--- config.mk ---
export PLATFORM = sky130hd
export DESIGN_NAME = muldiv_ctrl_flat
export DESIGN_NICKNAME = d
export VERILOG_FILES = /design/src/rtl/muldiv_ctrl_if.sv /design/src/rtl/muldiv_ctrl.sv /design/src/flat_wrapper.sv
export SDC_FILE = /design/constraint.sdc
export NUM_CORES = 2
export LEC_CHECK = 0
export CAP_MARGIN = 20
export CORE_UTILIZATION = 52
export DETAILED_ROUTE_END_ITERATION = 16
export HOLD_SLACK_MARGIN = 0.06
export PLACE_DENSITY = 0.68
export SYNTH_ARGS = -nofsm -noshare
export SYNTH_HDL_FRONTEND = slang
export SYNTH_SLANG_ARGS = --single-unit
--- constraint.sdc ---
create_clock -name clk -period 18.2 [get_ports clk]
set_clock_uncertainty 0.15 [all_clocks]
set_input_delay 4.55 -clock clk [delete_from_list [all_inputs] [get_ports clk]]
set_output_delay 4.55 -clock clk [all_outputs]
set_load 0.02 [all_outputs]
--- src/rtl/muldiv_ctrl_if.sv ---
// EX-stage request and HILO result bundle between the pipeline and the multiply/divide unit.
// The pipeline drives the request side (master); muldiv_ctrl consumes it (slave).
interface muldiv_ctrl_if;
  logic        start;
  logic        flush;
  logic [1:0]  op;
  logic [31:0] a;
  logic [31:0] b;
  logic        stall;
  logic        hilo_we;
  logic [31:0] hi;
  logic [31:0] lo;

  modport master (output start, op, a, b, flush, input stall, hilo_we, hi, lo);
  modport slave  (input start, op, a, b, flush, output stall, hilo_we, hi, lo);
endinterface

--- src/rtl/muldiv_ctrl.sv ---
// MULT/MULTU/DIV/DIVU sequencer: 1-cycle multiply, 32-cycle restoring divide, HILO strobe in DONE.
// Latency start->hilo_we: 2 (mul), 33 (div), 1 (divide by zero); stall holds the pipeline meanwhile.
module muldiv_ctrl (
  input  logic         clk,
  input  logic         resetn,
  muldiv_ctrl_if.slave bus
);

  typedef enum logic [1:0] {S_IDLE, S_MUL, S_DIV, S_DONE} state_t;

  state_t      state_q, state_d;
  logic        sgn_q, sgn_d;
  logic        qneg_q, qneg_d;
  logic        rneg_q, rneg_d;
  logic [4:0]  cnt_q, cnt_d;
  logic [31:0] a_q, a_d;
  logic [31:0] b_q, b_d;
  logic [31:0] rem_q, rem_d;
  logic [31:0] hi_q, hi_d;
  logic [31:0] lo_q, lo_d;

  logic        launch;
  logic        sdiv;
  logic [31:0] a_mag, b_mag;
  logic [63:0] prod;
  logic [32:0] div_shift, div_diff;
  logic [31:0] div_quo, div_rem;

  assign launch = bus.start && !bus.flush;
  assign sdiv   = (bus.op == 2'b10);
  assign a_mag  = (sdiv && bus.a[31]) ? (~bus.a + 32'd1) : bus.a;
  assign b_mag  = (sdiv && bus.b[31]) ? (~bus.b + 32'd1) : bus.b;

  // Sign-extending into 64 bits makes one unsigned multiplier serve both MULT and MULTU.
  assign prod = {{32{sgn_q & a_q[31]}}, a_q} * {{32{sgn_q & b_q[31]}}, b_q};

  // a_q doubles as the quotient shift register; its MSB feeds the partial remainder.
  assign div_shift = {rem_q, a_q[31]};
  assign div_diff  = div_shift - {1'b0, b_q};
  assign div_quo   = {a_q[30:0], ~div_diff[32]};
  assign div_rem   = div_diff[32] ? div_shift[31:0] : div_diff[31:0];

  always_comb begin
    state_d = state_q;
    sgn_d   = sgn_q;
    qneg_d  = qneg_q;
    rneg_d  = rneg_q;
    cnt_d   = cnt_q;
    a_d     = a_q;
    b_d     = b_q;
    rem_d   = rem_q;
    hi_d    = hi_q;
    lo_d    = lo_q;
    case (state_q)
      S_IDLE: begin
        if (launch) begin
          sgn_d = !bus.op[0];
          if (!bus.op[1]) begin
            a_d     = bus.a;
            b_d     = bus.b;
            state_d = S_MUL;
          end else if (bus.b == 32'd0) begin
            hi_d    = bus.a;
            lo_d    = 32'hFFFF_FFFF;
            state_d = S_DONE;
          end else begin
            a_d     = a_mag;
            b_d     = b_mag;
            rem_d   = 32'd0;
            cnt_d   = 5'd0;
            qneg_d  = sdiv && (bus.a[31] ^ bus.b[31]);
            rneg_d  = sdiv && bus.a[31];
            state_d = S_DIV;
          end
        end
      end
      S_MUL: begin
        if (bus.flush) begin
          state_d = S_IDLE;
        end else begin
          hi_d    = prod[63:32];
          lo_d    = prod[31:0];
          state_d = S_DONE;
        end
      end
      S_DIV: begin
        if (bus.flush) begin
          state_d = S_IDLE;
        end else begin
          a_d   = div_quo;
          rem_d = div_rem;
          cnt_d = cnt_q + 5'd1;
          if (cnt_q == 5'd31) begin
            hi_d    = rneg_q ? (~div_rem + 32'd1) : div_rem;
            lo_d    = qneg_q ? (~div_quo + 32'd1) : div_quo;
            state_d = S_DONE;
          end
        end
      end
      default: state_d = S_IDLE;
    endcase
  end

  always_ff @(posedge clk or negedge resetn) begin
    if (!resetn) begin
      state_q <= S_IDLE;
      sgn_q   <= 1'b0;
      qneg_q  <= 1'b0;
      rneg_q  <= 1'b0;
      cnt_q   <= 5'd0;
      a_q     <= 32'd0;
      b_q     <= 32'd0;
      rem_q   <= 32'd0;
      hi_q    <= 32'd0;
      lo_q    <= 32'd0;
    end else begin
      state_q <= state_d;
      sgn_q   <= sgn_d;
      qneg_q  <= qneg_d;
      rneg_q  <= rneg_d;
      cnt_q   <= cnt_d;
      a_q     <= a_d;
      b_q     <= b_d;
      rem_q   <= rem_d;
      hi_q    <= hi_d;
      lo_q    <= lo_d;
    end
  end

  // Gated by resetn so a request held during reset never stalls the pipeline.
  assign bus.stall   = resetn && (((state_q == S_IDLE) && launch) ||
                                  (state_q == S_MUL) || (state_q == S_DIV));
  assign bus.hilo_we = (state_q == S_DONE) && !bus.flush;
  assign bus.hi      = hi_q;
  assign bus.lo      = lo_q;

endmodule

--- src/flat_wrapper.sv ---
// flat-port wrapper written by rule: the top's interface ports become plain ports
module muldiv_ctrl_flat 
  (clk, resetn, bus_start, bus_op, bus_a, bus_b, bus_flush, bus_stall, bus_hilo_we, bus_hi, bus_lo);
  muldiv_ctrl_if bus_i ();
  input  logic clk;
  input  logic resetn;
  input wire logic [$bits(bus_i.start)-1:0] bus_start;
  input wire logic [$bits(bus_i.op)-1:0] bus_op;
  input wire logic [$bits(bus_i.a)-1:0] bus_a;
  input wire logic [$bits(bus_i.b)-1:0] bus_b;
  input wire logic [$bits(bus_i.flush)-1:0] bus_flush;
  output wire logic [$bits(bus_i.stall)-1:0] bus_stall;
  output wire logic [$bits(bus_i.hilo_we)-1:0] bus_hilo_we;
  output wire logic [$bits(bus_i.hi)-1:0] bus_hi;
  output wire logic [$bits(bus_i.lo)-1:0] bus_lo;
  assign bus_i.start = bus_start;
  assign bus_i.op = bus_op;
  assign bus_i.a = bus_a;
  assign bus_i.b = bus_b;
  assign bus_i.flush = bus_flush;
  assign bus_stall = bus_i.stall;
  assign bus_hilo_we = bus_i.hilo_we;
  assign bus_hi = bus_i.hi;
  assign bus_lo = bus_i.lo;
  muldiv_ctrl u_core (.clk(clk), .resetn(resetn), .bus(bus_i));
endmodule
==> results <==
- STA classifies the critical path startpoint as an input pin.
- The core area is 0.0970 mm2.
- The count of buffers inserted at the top-level ports is 135.
- The category of the worst setup path capture point is an output pin.
- The clock latency on the worst-skew pair is 0.47 ns.
- The simple-gate portion of the synthesized area is 0.163.
- The total number of H-tree levels is 4.
- The via count of the first global-routing pass came to 42300.
- The initial core utilization is 0.526.
- The shortest period the worst path allows is 10.92 ns.
- The post-synthesis compound-gate area fraction is 0.0935.
- For this run, the number of Yosys warnings is 0.
- After filler insertion, the fill cell instance count of the layout stands at 8956.
- The largest area contributor in the synthesized netlist is fa_1.
- The clock root buffer master is clkbuf_16.
- The half-perimeter wire length of the detailed placement result is 122000 um.
- The maximum fanout along the worst path is 5.
- The share of synthesized area in the top cell type comes to 0.442.
- Setup violations remaining at the end of the flow were counted as 0.
- The count of boundary I/O pins is 136.
- Counting flops with a built-in enable in the synthesized netlist gives 0.
- The max-cap violation count is 0.
- The library cells used most frequently in the layout, excluding fill and tap cells, are inv_1 (1188), fa_1 (1126), nand2_1 (948).
- Summing all non-filler instances in the final layout gives an area of 0.0540 mm2.
- Setup repair after global routing left no endpoint under its margin.
- The endpoint identified for the worst register-to-register timing path is u_core.bus.hi[23]$_DFFE_PN0P_.
- The number of setup buffers added after CTS is 0.
- In this run the core area contains 114 standard-cell rows.
- The detailed router placed 40900 vias in this run.
- The x dimension of the die is 315 um.
- The run finished, with violations left.
- The number of sinks handled by clock tree synthesis is 170.
- The total die area is 0.0994 mm2.
- STA puts the critical path data required time at 13.50 ns.
- The flop-to-flop setup slack is 8.50 ns.
- The reg-to-reg critical path startpoint is u_core.a_q[10]$_DFFE_PN0P_.
- The relative area change from synthesis to final layout is 5.72%.
- After detailed routing, the number of vias per cell comes to 5.78.
- The final-layout setup total negative slack is 0 ns.
- The detail route stage leaves a number of antenna-violating nets equal to 0.
- The area after detailed placement is 0.0533 mm2.
- The endpoint with the worst hold slack is u_core.bus.hi[18]$_DFFE_PN0P_.
- The depth of the worst register-to-register path is 29.
- Measured against the total synthesized area, the mux share comes to 0.00780.
- The final cell count without fillers is 7074.
- By area the synthesized netlist is led by fa_1 (44%), inv_1 (8.7%), dfrtp_1 (8.3%).
- The worst endpoint data arrival time is 6.22 ns.
- The final net count is 7234.
- In this run the deepest clock path goes through 2 buffers.
- The share of synthesized area occupied by flip-flops and latches is 0.0833.
- The final clock period utilization by the worst path is 0.600.
- The post-CTS clock slew at the launch and capture registers of the worst setup and hold paths is 0.07 ns.
- The number of pins exceeding their max-slew limit in the final report is 0.
- In the synthesized netlist, the number of instances is 5893.
- The mapped cell area is 0.0510 mm2.
- The transition time at the pin with the least slew margin is 1.06 ns.
- The DRC violations left is 2.
- In this run, the number of DRC markers left after iteration 0 of detailed routing was 3712.
- After layout, the worst setup slack is 7.28 ns.
- After detailed routing, the total wire length is 155000 um.
- The synthesis-stage register bit count is 170.
- The worst hold path passes through 2 cells.
- The final RePlAce weighted congestion is 0.988.
- For this run, the leading register cell type out of synthesis is dfrtp_1.
- The TritonCTS buffer count is 17.
- After synthesis, the largest family of logic cells by area is adder cells.
- Of the total synthesized cell area, the portion taken by XOR and XNOR cells is 0.0326.
- Entering global routing, the biggest net connects 101 pins.
- The die boundary height is 315 um.
- For this run, the total global-route usage over all layers was measured as 0.326.
- Of all flip-flops after synthesis, the portion carrying an async set or reset was 1.00.
- Post-CTS repair changed the size of 0 cells.
- The worst min-delay path startpoint is u_core.bus.hi[18]$_DFFE_PN0P_.
- The number of antenna violations at the first check in global routing came to 10.
- The achievable frequency is 91.6 MHz.
- The count of endpoints failing hold in the final timing report is 0.
- The hold buffer count at CTS is 0.
- The detailed-routing iteration count for the pre-antenna-repair pass is 14.
- TritonCTS built the clock tree.
- Counting distinct cell types in the post-synthesis netlist gives 94.
- The worst min-delay path class is register to register.
- After detailed placement, the design holds a cell count of 7038.
- The most common cell after layout, fill and taps aside is inv_1.
- The post-synthesis share of cell area spent on full adders, half adders and majority gates is 0.504.
- In this run the tightest slew margin relative to its limit is 0.293.
- A synthesized cell averages 8.66 um2.
- After detailed routing, the average wire length per cell comes to 22.0 um.
- The global-route wire length before repair is 245000 um.
- The checks that failed: design-rule violations.
- The synthesized net count is 7345.
- Summed over all layers, the global routing overflow is 0.
- The post-place setup slack is 7.29 ns.
- The kind of critical path is input pin to output pin.
- Of the cells placed in the final design, the portion with a size suffix greater than 1 is 0.0321.
worst max path at each step:
stage | start | end | slack (ns) | depth (start not counted)
finish | bus_start | bus_stall | 7.28 | 5
global route | bus_start | bus_stall | 7.17 | 5
CTS | bus_start | bus_stall | 7.27 | 5
detailed placement | bus_start | bus_stall | 7.29 | 5
global placement | bus_start | bus_stall | 7.27 | 5
floorplan | bus_start | bus_stall | 8.43 | 3
cell families (layout without fill, tap and decap cells):
family | Yosys count | after routing
other | 0 | 3
flip-flops | 170 | 170
adder cells (fa/ha/maj) | 1382 | 1382
buffers and inverters | 1550 | 1452
AND/OR/NAND/NOR | 1814 | 1814
AO/OA/AOI/OAI | 749 | 749
multiplexers | 38 | 38
XOR/XNOR | 190 | 190
layer usage:
layer  GRT usage  vias up  share of wire
li1            -    17700              -
met1       0.428    21100           0.39
met2       0.544     1765           0.49
met3      0.0505      327          0.082
met4       0.123        8          0.044
met5           0        -        0.00034
cell type report:
class                   instances  area, um2  share of cell area
inverters                    1191       4470              0.0828
flip-flops and latches        170       4250              0.0788
multi-input cells            4173      41000               0.759
clock buffers                  17        425             0.00788
diodes                          3       7.51            0.000139
well taps                    1276       1600              0.0296
repair buffers                229       2080              0.0386
clock inverters                15        168             0.00311
sequential cells by signal, summed over array words and instances (netlist names):
register        flops
u_core.bus.hi      32
u_core.b_q         32
u_core.state_q      2
u_core.bus.lo      32
u_core.rneg_q       1
u_core.rem_q       32
u_core.sgn_q        1
u_core.qneg_q       1
u_core.cnt_q        5
u_core.a_q         32
synthesized netlist by cell type (6+ instances only):
library cell  instances
nand3b_1              6
or3_1                39
o211ai_1             13
o21a_1               19
o21bai_1             14
o21ai_1              12
a21o_1               47
nor3_1               55
a211oi_1             13
o31ai_1              44
mux2i_1              27
and3_1               39
nand3_1              34
dfrtp_1             170
nand2b_1             21
ha_1                256
xor2_1               78
clkbuf_1            293
o21ai_0             181
mux2_2                9
a22oi_1               7
nand4_1              16
and2_1              317
a31oi_1              29
a221oi_1             30
nor2b_1              14
buf_2                23
inv_1              1188
fa_1               1126
or4_1                 8
nor2_1              256
o41ai_1              17
a41oi_1              13
buf_1                40
nand2_1             949
xnor2_1             112
or2_2                14
nor4_1               17
a21oi_1             232
and4_1                9
through the flow:
step,hold slack [ns],util
6_report,0.332,0.556
5_1_grt,0.356,0.556
4_1_cts,0.334,0.556
3_5_place_dp,0.318,0.550
3_3_place_gp,0.315,0.550
2_1_floorplan,0.306,-
worst max-delay path: stages:
cell,delay [ns]
clkdlybuf4s50_1,0.53
nand2_1,0.08
nor2_1,0.29
o31a_1,0.17
clkdlybuf4s50_1,0.60
Power is not shown: default switching activity piles up to over one toggle a cycle in this logic, so the estimate is an artifact.
